--- config.mk ---
export PLATFORM = sky130hd
export DESIGN_NAME = best_arr_sender
export DESIGN_NICKNAME = d
export VERILOG_FILES = /design/src/rtl/best_arr_sender_pkg.sv /design/src/rtl/best_arr_sender_skid.sv /design/src/rtl/best_arr_sender.sv
export SDC_FILE = /design/constraint.sdc
export NUM_CORES = 1
export LEC_CHECK = 0
export ABC_AREA = 1
export BUFFER_PORTS_ARGS = -buffer_cell sky130_fd_sc_hd__buf_2
export CAP_MARGIN = 20
export CELL_PAD_IN_SITES_DETAIL_PLACEMENT = 1
export CELL_PAD_IN_SITES_GLOBAL_PLACEMENT = 1
export CORE_MARGIN = 4
export CORE_UTILIZATION = 45
export CTS_BUF_LIST = sky130_fd_sc_hd__clkbuf_16
export DETAILED_ROUTE_END_ITERATION = 8
export PLACE_DENSITY_LB_ADDON = 0.08
export SYNTH_ARGS = -nofsm -noshare
export SYNTH_HDL_FRONTEND = slang
export SYNTH_HIERARCHICAL = 1
export SYNTH_SLANG_ARGS = --single-unit
--- constraint.sdc ---
create_clock -name clk -period 3.85 [get_ports clk]
set_clock_uncertainty 0.05 [all_clocks]
set_input_delay 0.77 -clock clk [delete_from_list [all_inputs] [get_ports clk]]
set_output_delay 0.77 -clock clk [all_outputs]
set_load 0.03 [all_outputs]
--- src/rtl/best_arr_sender_pkg.sv ---
// Shared geometry and FSM encoding for the best-index array sender.
package best_arr_sender_pkg;
  localparam int DATA_WIDTH = 11;
  localparam int ROW_SIZE   = 26;
  localparam int COL_SIZE   = 19;
  localparam int BLOCKING   = 4;
  localparam int NUM_QUERYS = ROW_SIZE * COL_SIZE;

  typedef enum logic [1:0] {IDLE, RUN, DRAIN} state_t;
endpackage

--- src/rtl/best_arr_sender_skid.sv ---
// Two-entry skid FIFO; head is always held in e0_q so dout is a plain register.
module sender_skid_fifo #(
  parameter int WIDTH = 8
) (
  input  logic             clk,
  input  logic             rst,
  input  logic             push,
  input  logic [WIDTH-1:0] din,
  input  logic             pop,
  output logic [WIDTH-1:0] dout,
  output logic [1:0]       count
);
  logic [WIDTH-1:0] e0_q, e0_d, e1_q, e1_d;
  logic [1:0]       cnt_q, cnt_d, cnt_after_pop;
  logic             pop_ok;

  always_comb begin
    e0_d          = e0_q;
    e1_d          = e1_q;
    pop_ok        = pop && (cnt_q != 2'd0);
    cnt_after_pop = cnt_q - {1'b0, pop_ok};
    if (pop_ok) e0_d = e1_q;
    // Upstream flow control guarantees a push never lands on a full buffer.
    if (push) begin
      if (cnt_after_pop == 2'd0) e0_d = din;
      else                       e1_d = din;
    end
    cnt_d = cnt_after_pop + {1'b0, push};
  end

  always_ff @(posedge clk or posedge rst) begin
    if (rst) begin
      e0_q  <= '0;
      e1_q  <= '0;
      cnt_q <= '0;
    end else begin
      e0_q  <= e0_d;
      e1_q  <= e1_d;
      cnt_q <= cnt_d;
    end
  end

  assign dout  = e0_q;
  assign count = cnt_q;
endmodule

--- src/rtl/best_arr_sender.sv ---
// Streams the best-index array in column-blocked order from memory into an
// output FIFO, with a 2-entry skid buffer absorbing the 1-cycle read latency.
module best_arr_sender
  import best_arr_sender_pkg::state_t;
  import best_arr_sender_pkg::IDLE;
  import best_arr_sender_pkg::RUN;
  import best_arr_sender_pkg::DRAIN;
#(
  parameter int DATA_WIDTH = best_arr_sender_pkg::DATA_WIDTH,
  parameter int ROW_SIZE   = best_arr_sender_pkg::ROW_SIZE,
  parameter int COL_SIZE   = best_arr_sender_pkg::COL_SIZE,
  parameter int BLOCKING   = best_arr_sender_pkg::BLOCKING,
  parameter int NUM_QUERYS = ROW_SIZE * COL_SIZE,
  parameter int ADDR_WIDTH = $clog2(NUM_QUERYS)
) (
  input  logic                  clk,
  input  logic                  rst,
  input  logic                  start,
  output logic                  busy,
  output logic                  done,
  output logic                  mem_rd_en,
  output logic [ADDR_WIDTH-1:0] mem_rd_addr,
  input  logic [DATA_WIDTH-1:0] mem_rd_data,
  output logic                  out_wenq,
  output logic [DATA_WIDTH-1:0] out_wdata,
  input  logic                  out_wfull_n
);
  // One spare bit so block-base + BLOCKING never wraps.
  localparam int CW = ADDR_WIDTH + 1;
  localparam logic [CW-1:0] ROW_C    = CW'(ROW_SIZE);
  localparam logic [CW-1:0] COL_LAST = CW'(COL_SIZE - 1);
  localparam logic [CW-1:0] BLK_C    = CW'(BLOCKING);
  localparam logic [CW-1:0] XI_LAST  = CW'(BLOCKING - 1);

  state_t        state_q, state_d;
  logic [CW-1:0] xi_q, xi_d, y_q, y_d;
  logic [CW-1:0] col_base_q, col_base_d, row_base_q, row_base_d;
  logic          inflight_q, inflight_d;

  logic [CW-1:0] col;
  logic          row_end, col_end, blk_last, last_rd, pop, issue_ok;
  logic [1:0]    skid_cnt, occ_sum;

  sender_skid_fifo #(.WIDTH(DATA_WIDTH)) u_skid (
    .clk   (clk),
    .rst   (rst),
    .push  (inflight_q),
    .din   (mem_rd_data),
    .pop   (pop),
    .dout  (out_wdata),
    .count (skid_cnt)
  );

  always_comb begin
    col      = col_base_q + xi_q;
    row_end  = (xi_q == XI_LAST) || (col + CW'(1) == ROW_C);
    col_end  = (y_q == COL_LAST);
    blk_last = (col_base_q + BLK_C >= ROW_C);
    last_rd  = row_end && col_end && blk_last;

    pop      = (skid_cnt != 2'd0) && out_wfull_n;
    // Count this cycle's dequeue as free space so the pipe sustains 1 word/cycle.
    occ_sum  = skid_cnt - {1'b0, pop} + {1'b0, inflight_q};
    issue_ok = (occ_sum < 2'd2);

    mem_rd_en   = (state_q == RUN) && issue_ok;
    mem_rd_addr = ADDR_WIDTH'(row_base_q + col);
    out_wenq    = pop;
    done        = (state_q == DRAIN) && pop && (skid_cnt == 2'd1) && !inflight_q;
    busy        = (state_q != IDLE);
  end

  always_comb begin
    state_d    = state_q;
    xi_d       = xi_q;
    y_d        = y_q;
    col_base_d = col_base_q;
    row_base_d = row_base_q;
    inflight_d = mem_rd_en;
    unique case (state_q)
      IDLE: begin
        xi_d       = '0;
        y_d        = '0;
        col_base_d = '0;
        row_base_d = '0;
        if (start) state_d = RUN;
      end
      RUN: begin
        if (mem_rd_en) begin
          if (!row_end) begin
            xi_d = xi_q + CW'(1);
          end else begin
            xi_d = '0;
            if (!col_end) begin
              y_d        = y_q + CW'(1);
              row_base_d = row_base_q + ROW_C;
            end else begin
              y_d        = '0;
              row_base_d = '0;
              col_base_d = col_base_q + BLK_C;
            end
          end
          if (last_rd) state_d = DRAIN;
        end
      end
      DRAIN: begin
        if (done) state_d = IDLE;
      end
      default: state_d = IDLE;
    endcase
  end

  always_ff @(posedge clk or posedge rst) begin
    if (rst) begin
      state_q    <= IDLE;
      xi_q       <= '0;
      y_q        <= '0;
      col_base_q <= '0;
      row_base_q <= '0;
      inflight_q <= 1'b0;
    end else begin
      state_q    <= state_d;
      xi_q       <= xi_d;
      y_q        <= y_d;
      col_base_q <= col_base_d;
      row_base_q <= row_base_d;
      inflight_q <= inflight_d;
    end
  end
endmodule

Yosys cells after proc, flatten, opt, wreduce, memory -nomap -nowiden. Index checks and enable logic that the tools add are counted.

Flip-flop bits (word level): 67. Logic and storage cells: 78.

Reduce and logical (&&, ||, !) cells: 20. Bitwise gates (word level): 1. Eq/ne operators: 12. Add/subtract/negate cells: 11. Mux-type cells: 23. Order comparisons: 2.

Operators with widths (number): $mux W10 (11); $pmux W10 S2 (4); $mux W11 (3); $add A10 B1 Y10 const B (3); $eq A10 B5 Y1 const B (2); $ne A2 B2 Y1 const B (6); $add A10 B10 Y10 (1); $add A10 B3 Y10 const B (1); $add A10 B5 Y10 const B (1); $eq A10 B2 Y1 const B (1); $ge A10 B5 Y1 const B (1); $add A9 B9 Y9 (1); $logic_and A1 B1 Y1 (8); $mux W2 (4); $reduce_and A4 Y1 (2); $pmux W2 S3 (1); $reduce_bool A2 Y1 (3); $add A2 B1 Y2 (2); $eq A2 B1 Y1 const B (2); $logic_not A2 Y1 (2); $reduce_and A2 Y1 (2); $sub A2 B1 Y2 (2); $reduce_and A3 Y1 (1); $eq A2 B2 Y1 const B (1); 4 further kinds (4).

Logic depth before layout (Yosys ltp).
Word-level depth: 9. Gate-level depth with buffers: 17. Mapped depth without buffers: 16.

Hierarchy. Netlist, hierarchy kept.

By module, submodules not included: best_arr_sender (instances 1, seq. area each 975.9 µm², cells each 445, area an instance 3193.1 µm²); sender_skid_fifo (instances 1, seq. area each 600.6 µm², cells each 158, area an instance 1184.9 µm²).

Worst setup path after synthesis. OpenSTA, ideal clock, no wires.

Kind: register to output. Start: reg xi_q[3]. End: out mem_rd_addr[7]. Cell stages (with the launch flop): 14. Data required time: 3.030 ns. Path buffers: 0. Data arrival time: 2.414 ns. Slack: 0.616 ns. Cells stage by stage: dfrtp_1 ha_1 nand2_2 nand2_2 nand2_2 nand2_2 inv_1 ha_1 nand2_1 o21ai_0 nand2_1 nand2_1 a21oi_1 xnor2_1.

Word-level cells in the longest chain between the ends: 2.

Ends and longest elaborated chain: start, declared (line best_arr_sender.sv:36) `logic [CW-1:0] xi_q, xi_d, y_q, y_d;`; start signal, assigned (line best_arr_sender.sv:123) `xi_q <= xi_d;`; $add A10 B10 Y10 (line best_arr_sender.sv:55) `col = col_base_q + xi_q;`; $add A9 B9 Y9 (line best_arr_sender.sv:67) `mem_rd_addr = ADDR_WIDTH'(row_base_q + col);`; end, declared (line best_arr_sender.sv:22) `output logic [ADDR_WIDTH-1:0] mem_rd_addr,`.

No other way between the ends.

Final worst setup path.
Start: reg xi_q[3]. End: out mem_rd_addr[8].

The elaborated chain is that of the path after synthesis.

==> flow_summary.json <==
{
  "outcome": "completed",
  "cts-hold-fix-buffers": 0,
  "postSynth.asyncResetShare_pct": 100.0,
  "crit-reg2reg-launch": "col_base_q[5]",
  "wl_per_cell_um": 15.10,
  "die_width_um": 106.6,
  "tightest_slew_ps": 608.6,
  "cts_htree_levels": 3,
  "finalSetupViolations": 0,
  "critPathLaunch": "xi_q[3]",
  "remaining_drc_errors": 0,
  "synth_top_flop_cell": "sky130_fd_sc_hd__dfrtp_1",
  "fp.dieArea_mm2": 0.01137,
  "r2r_setup_slack_ps": 1010,
  "worst_setup_path_end_kind": "output pin",
  "antenna_cells_inserted": 0,
  "wire_length_of_the_first_global_routing_pass_um": 20380,
  "antenna_violations_before_repair": 0,
  "critical_path.endpoint": "mem_rd_addr[8]",
  "cts_buffer_depth": 2,
  "ios": 39,
  "route.antenna.remaining_nets": 0,
  "drt_iter0_drc": 148,
  "synth_enable_flop_cells": 0,
  "final_worst_path_cycle_share_pct": 94.97,
  "synth_nets": 642,
  "irDropWorstVdd_mv": 0.4927,
  "cts.clk_slew.worst_paths_ps": 60,
  "first_global_vias": 4202,
  "synth-seq-cells": 63,
  "vias": 3999,
  "finalMaxSlewViolations": 0,
  "yosysWarnings": 6,
  "worst_hold_path_type": "in2async",
  "cts-buffers-inserted": 9,
  "placeableCoreArea_mm2": 0.009371,
  "detailedRoute.firstPassIterationCount": 5,
  "synth_area_leader_cell": "sky130_fd_sc_hd__dfrtp_1",
  "cts.sink_count": 63,
  "die_height_um": 106.6,
  "clk_latency_ps": 330,
  "worst-path-max-fanout": 5,
  "vias_per_cell": 5.153,
  "worst_ep_arrival_time_ps": 2840,
  "leading_cell_types_in_the_layout_fill_and_taps_excluded": "177 x sky130_fd_sc_hd__nand2_1, 84 x sky130_fd_sc_hd__inv_1, 63 x sky130_fd_sc_hd__dfrtp_1, 60 x sky130_fd_sc_hd__nand3_1, 49 x sky130_fd_sc_hd__nor2_1",
  "area_used_by_sequential_logic_in_the_layout_mm2": 0.001577,
  "per_instance_average_area_after_synthesis_um2": 7.260,
  "r2r_path_end": "xi_q[7]",
  "design_power_total_uw": 3555,
  "fmax_ghz": 0.2735,
  "rows": 35,
  "multi_input_logic_area_mm2": 0.002361,
  "tritoncts": "yes",
  "synth.top_cell.area_share_pct": 36.01,
  "n_fill_cell": 1230,
  "rsz0062_at_grt": "false",
  "synth.lib_cells_used.distinct": 37,
  "rr_worst_depth": 13,
  "startpoint_type": "register",
  "syn-instance-count": 603,
  "final_layout_size_suffix_gt1_share_pct": 15.77,
  "post-place-ws_ps": 507.0,
  "power-per-cell-area_mw_per_mm2": 713.1,
  "setup-tns-final_ps": 0,
  "place.port_buffers": 38,
  "clock-root-buffer": "sky130_fd_sc_hd__clkbuf_16",
  "num-nets-final": 681,
  "timing.final.hold_violations": 0,
  "grt_remaining_overflow": 0,
  "pin_count_of_the_biggest_net_entering_global_routing": 40,
  "globalRouteTotalUtil_pct": 22.05,
  "final_core_utilization_pct": 53.19,
  "timing.max_slew.rel_slack_pct": 59.43,
  "finalWirelength_um": 11720,
  "gp_routability_congestion": 0.7955,
  "worst_slack_ps": 193.5,
  "initial_utilization_pct": 46.72,
  "fin_crit_ps": 3656,
  "synthesis.area_mm2": 0.004378,
  "yosysSeqAreaShare_pct": 36.01,
  "cap_viol_max_count": 0,
  "synth.top_cells.by_area": "sky130_fd_sc_hd__dfrtp_1 36%, sky130_fd_sc_hd__nand2_1 15%, sky130_fd_sc_hd__inv_1 7.1%",
  "final_cell_area_mm2": 0.004985,
  "detailedPlacementHpwl_um": 8489,
  "timing.setup.critical_path_class": "reg2out",
  "syn_to_final_growth_pct": 13.86,
  "layout_commonest_cell": "sky130_fd_sc_hd__nand2_1",
  "critPathRequiredTime_ps": 3030,
  "area_of_placed_instances_mm2": 0.004662,
  "power.static_leakage_uw": 0.002630
}
-- Yosys cell counts, types with 3 or more instances --
master and count:
sky130_fd_sc_hd__o21ai_2 18, sky130_fd_sc_hd__inv_2 5, sky130_fd_sc_hd__clkbuf_1 3, sky130_fd_sc_hd__nand3b_1 4
sky130_fd_sc_hd__nand2_1 177, sky130_fd_sc_hd__a21oi_1 14, sky130_fd_sc_hd__buf_2 6, sky130_fd_sc_hd__buf_6 3
sky130_fd_sc_hd__xnor2_1 9, sky130_fd_sc_hd__dfrtp_1 63, sky130_fd_sc_hd__inv_1 83, sky130_fd_sc_hd__or2_2 3
sky130_fd_sc_hd__ha_1 23, sky130_fd_sc_hd__nand2_2 6, sky130_fd_sc_hd__buf_4 5, sky130_fd_sc_hd__nor2_2 3
sky130_fd_sc_hd__nand4_1 18, sky130_fd_sc_hd__nor2_1 49, sky130_fd_sc_hd__nand3_1 60, sky130_fd_sc_hd__xor2_1 19
sky130_fd_sc_hd__o21ai_0 10
-- power by group --
group / switching (uW) / internal [uW]
clock: 308 / 496
sequential: 177 / 846
combinational: 1240 / 491
-- cell type report --
class,instances,share of cell area [%]
Clock buffer,9,4.518
Clock inverter,7,1.305
Inverter,88,6.627
Multi-Input combinational cell,435,47.36
Sequential cell,63,31.63
Tap cell,129,3.238
Timing Repair Buffer,45,5.321
-- logic make-up after synthesis --
family,synth area share [%]
xor+xnor,5.602
fa+ha+maj,7.031
buf+inv,10.12
flops,36.01
compound gates,7.745
other cells,0.08566
simple gates,33.41
-- sequential cells by signal (all words and copies together), names as in the netlist --
register	count
u_skid/count	2
state_q	2
inflight_q	1
row_base_q	8
col_base_q	8
u_skid/dout	11
y_q	10
xi_q	10
u_skid/e1_q	11
-- through the flow --
stage / instances / hold WS, ps
after floorplan: 603 / 391.9
after global placement: 759 / 404.0
after detailed placement: 759 / 409.7
after CTS: 775 / 424.1
after global routing: 776 / 279.7
final: 776 / 279.9
-- worst min-delay path by stage --
stage / startpoint / to / slack, ps / cells past startpoint
2_1_floorplan: u_skid/e1_q[0] / u_skid/e1_q[0] / 390 / 2
5_1_grt: rst / u_skid/dout[3] / 280 / 2
6_report: rst / u_skid/dout[3] / 280 / 2
3_5_place_dp: u_skid/e1_q[8] / u_skid/e1_q[8] / 410 / 2
3_3_place_gp: u_skid/e1_q[8] / u_skid/e1_q[8] / 400 / 2
4_1_cts: u_skid/e1_q[8] / u_skid/e1_q[8] / 420 / 2
-- worst max-delay path, cell delays in order, from the launching register on --
cell	delay [ps]
sky130_fd_sc_hd__dfrtp_1	430
sky130_fd_sc_hd__ha_1	340
sky130_fd_sc_hd__nand2_2	110
sky130_fd_sc_hd__nand2_2	80
sky130_fd_sc_hd__nand2_2	90
sky130_fd_sc_hd__nand2_2	70
sky130_fd_sc_hd__nand2_1	80
sky130_fd_sc_hd__nand2_1	60
sky130_fd_sc_hd__nand2_1	60
sky130_fd_sc_hd__nand2_1	80
sky130_fd_sc_hd__ha_1	330
sky130_fd_sc_hd__a21oi_1	190
sky130_fd_sc_hd__o21ai_0	120
sky130_fd_sc_hd__a21oi_1	160
sky130_fd_sc_hd__xor2_1	160
sky130_fd_sc_hd__buf_4	180
-- routing by layer --
| layer | up-vias | share of wire [%] | track usage, % |
|---|---|---|---|
| met5 | - | 0 | 0 |
| met1 | 1963 | 47 | 28.56 |
| met2 | 49 | 50 | 39.03 |
| met3 | 8 | 2.1 | 3.311 |
| li1 | 1979 | - | - |
| met4 | 0 | 0.83 | 4.658 |
-- what timing repair did --
action | 4_1_cts | 5_1_grt
resized for setup | 0 | 5
setup buffers | 0 | 0
setup endpoints to repair | 0 | 3
Power figures use the tool's default switching activity.
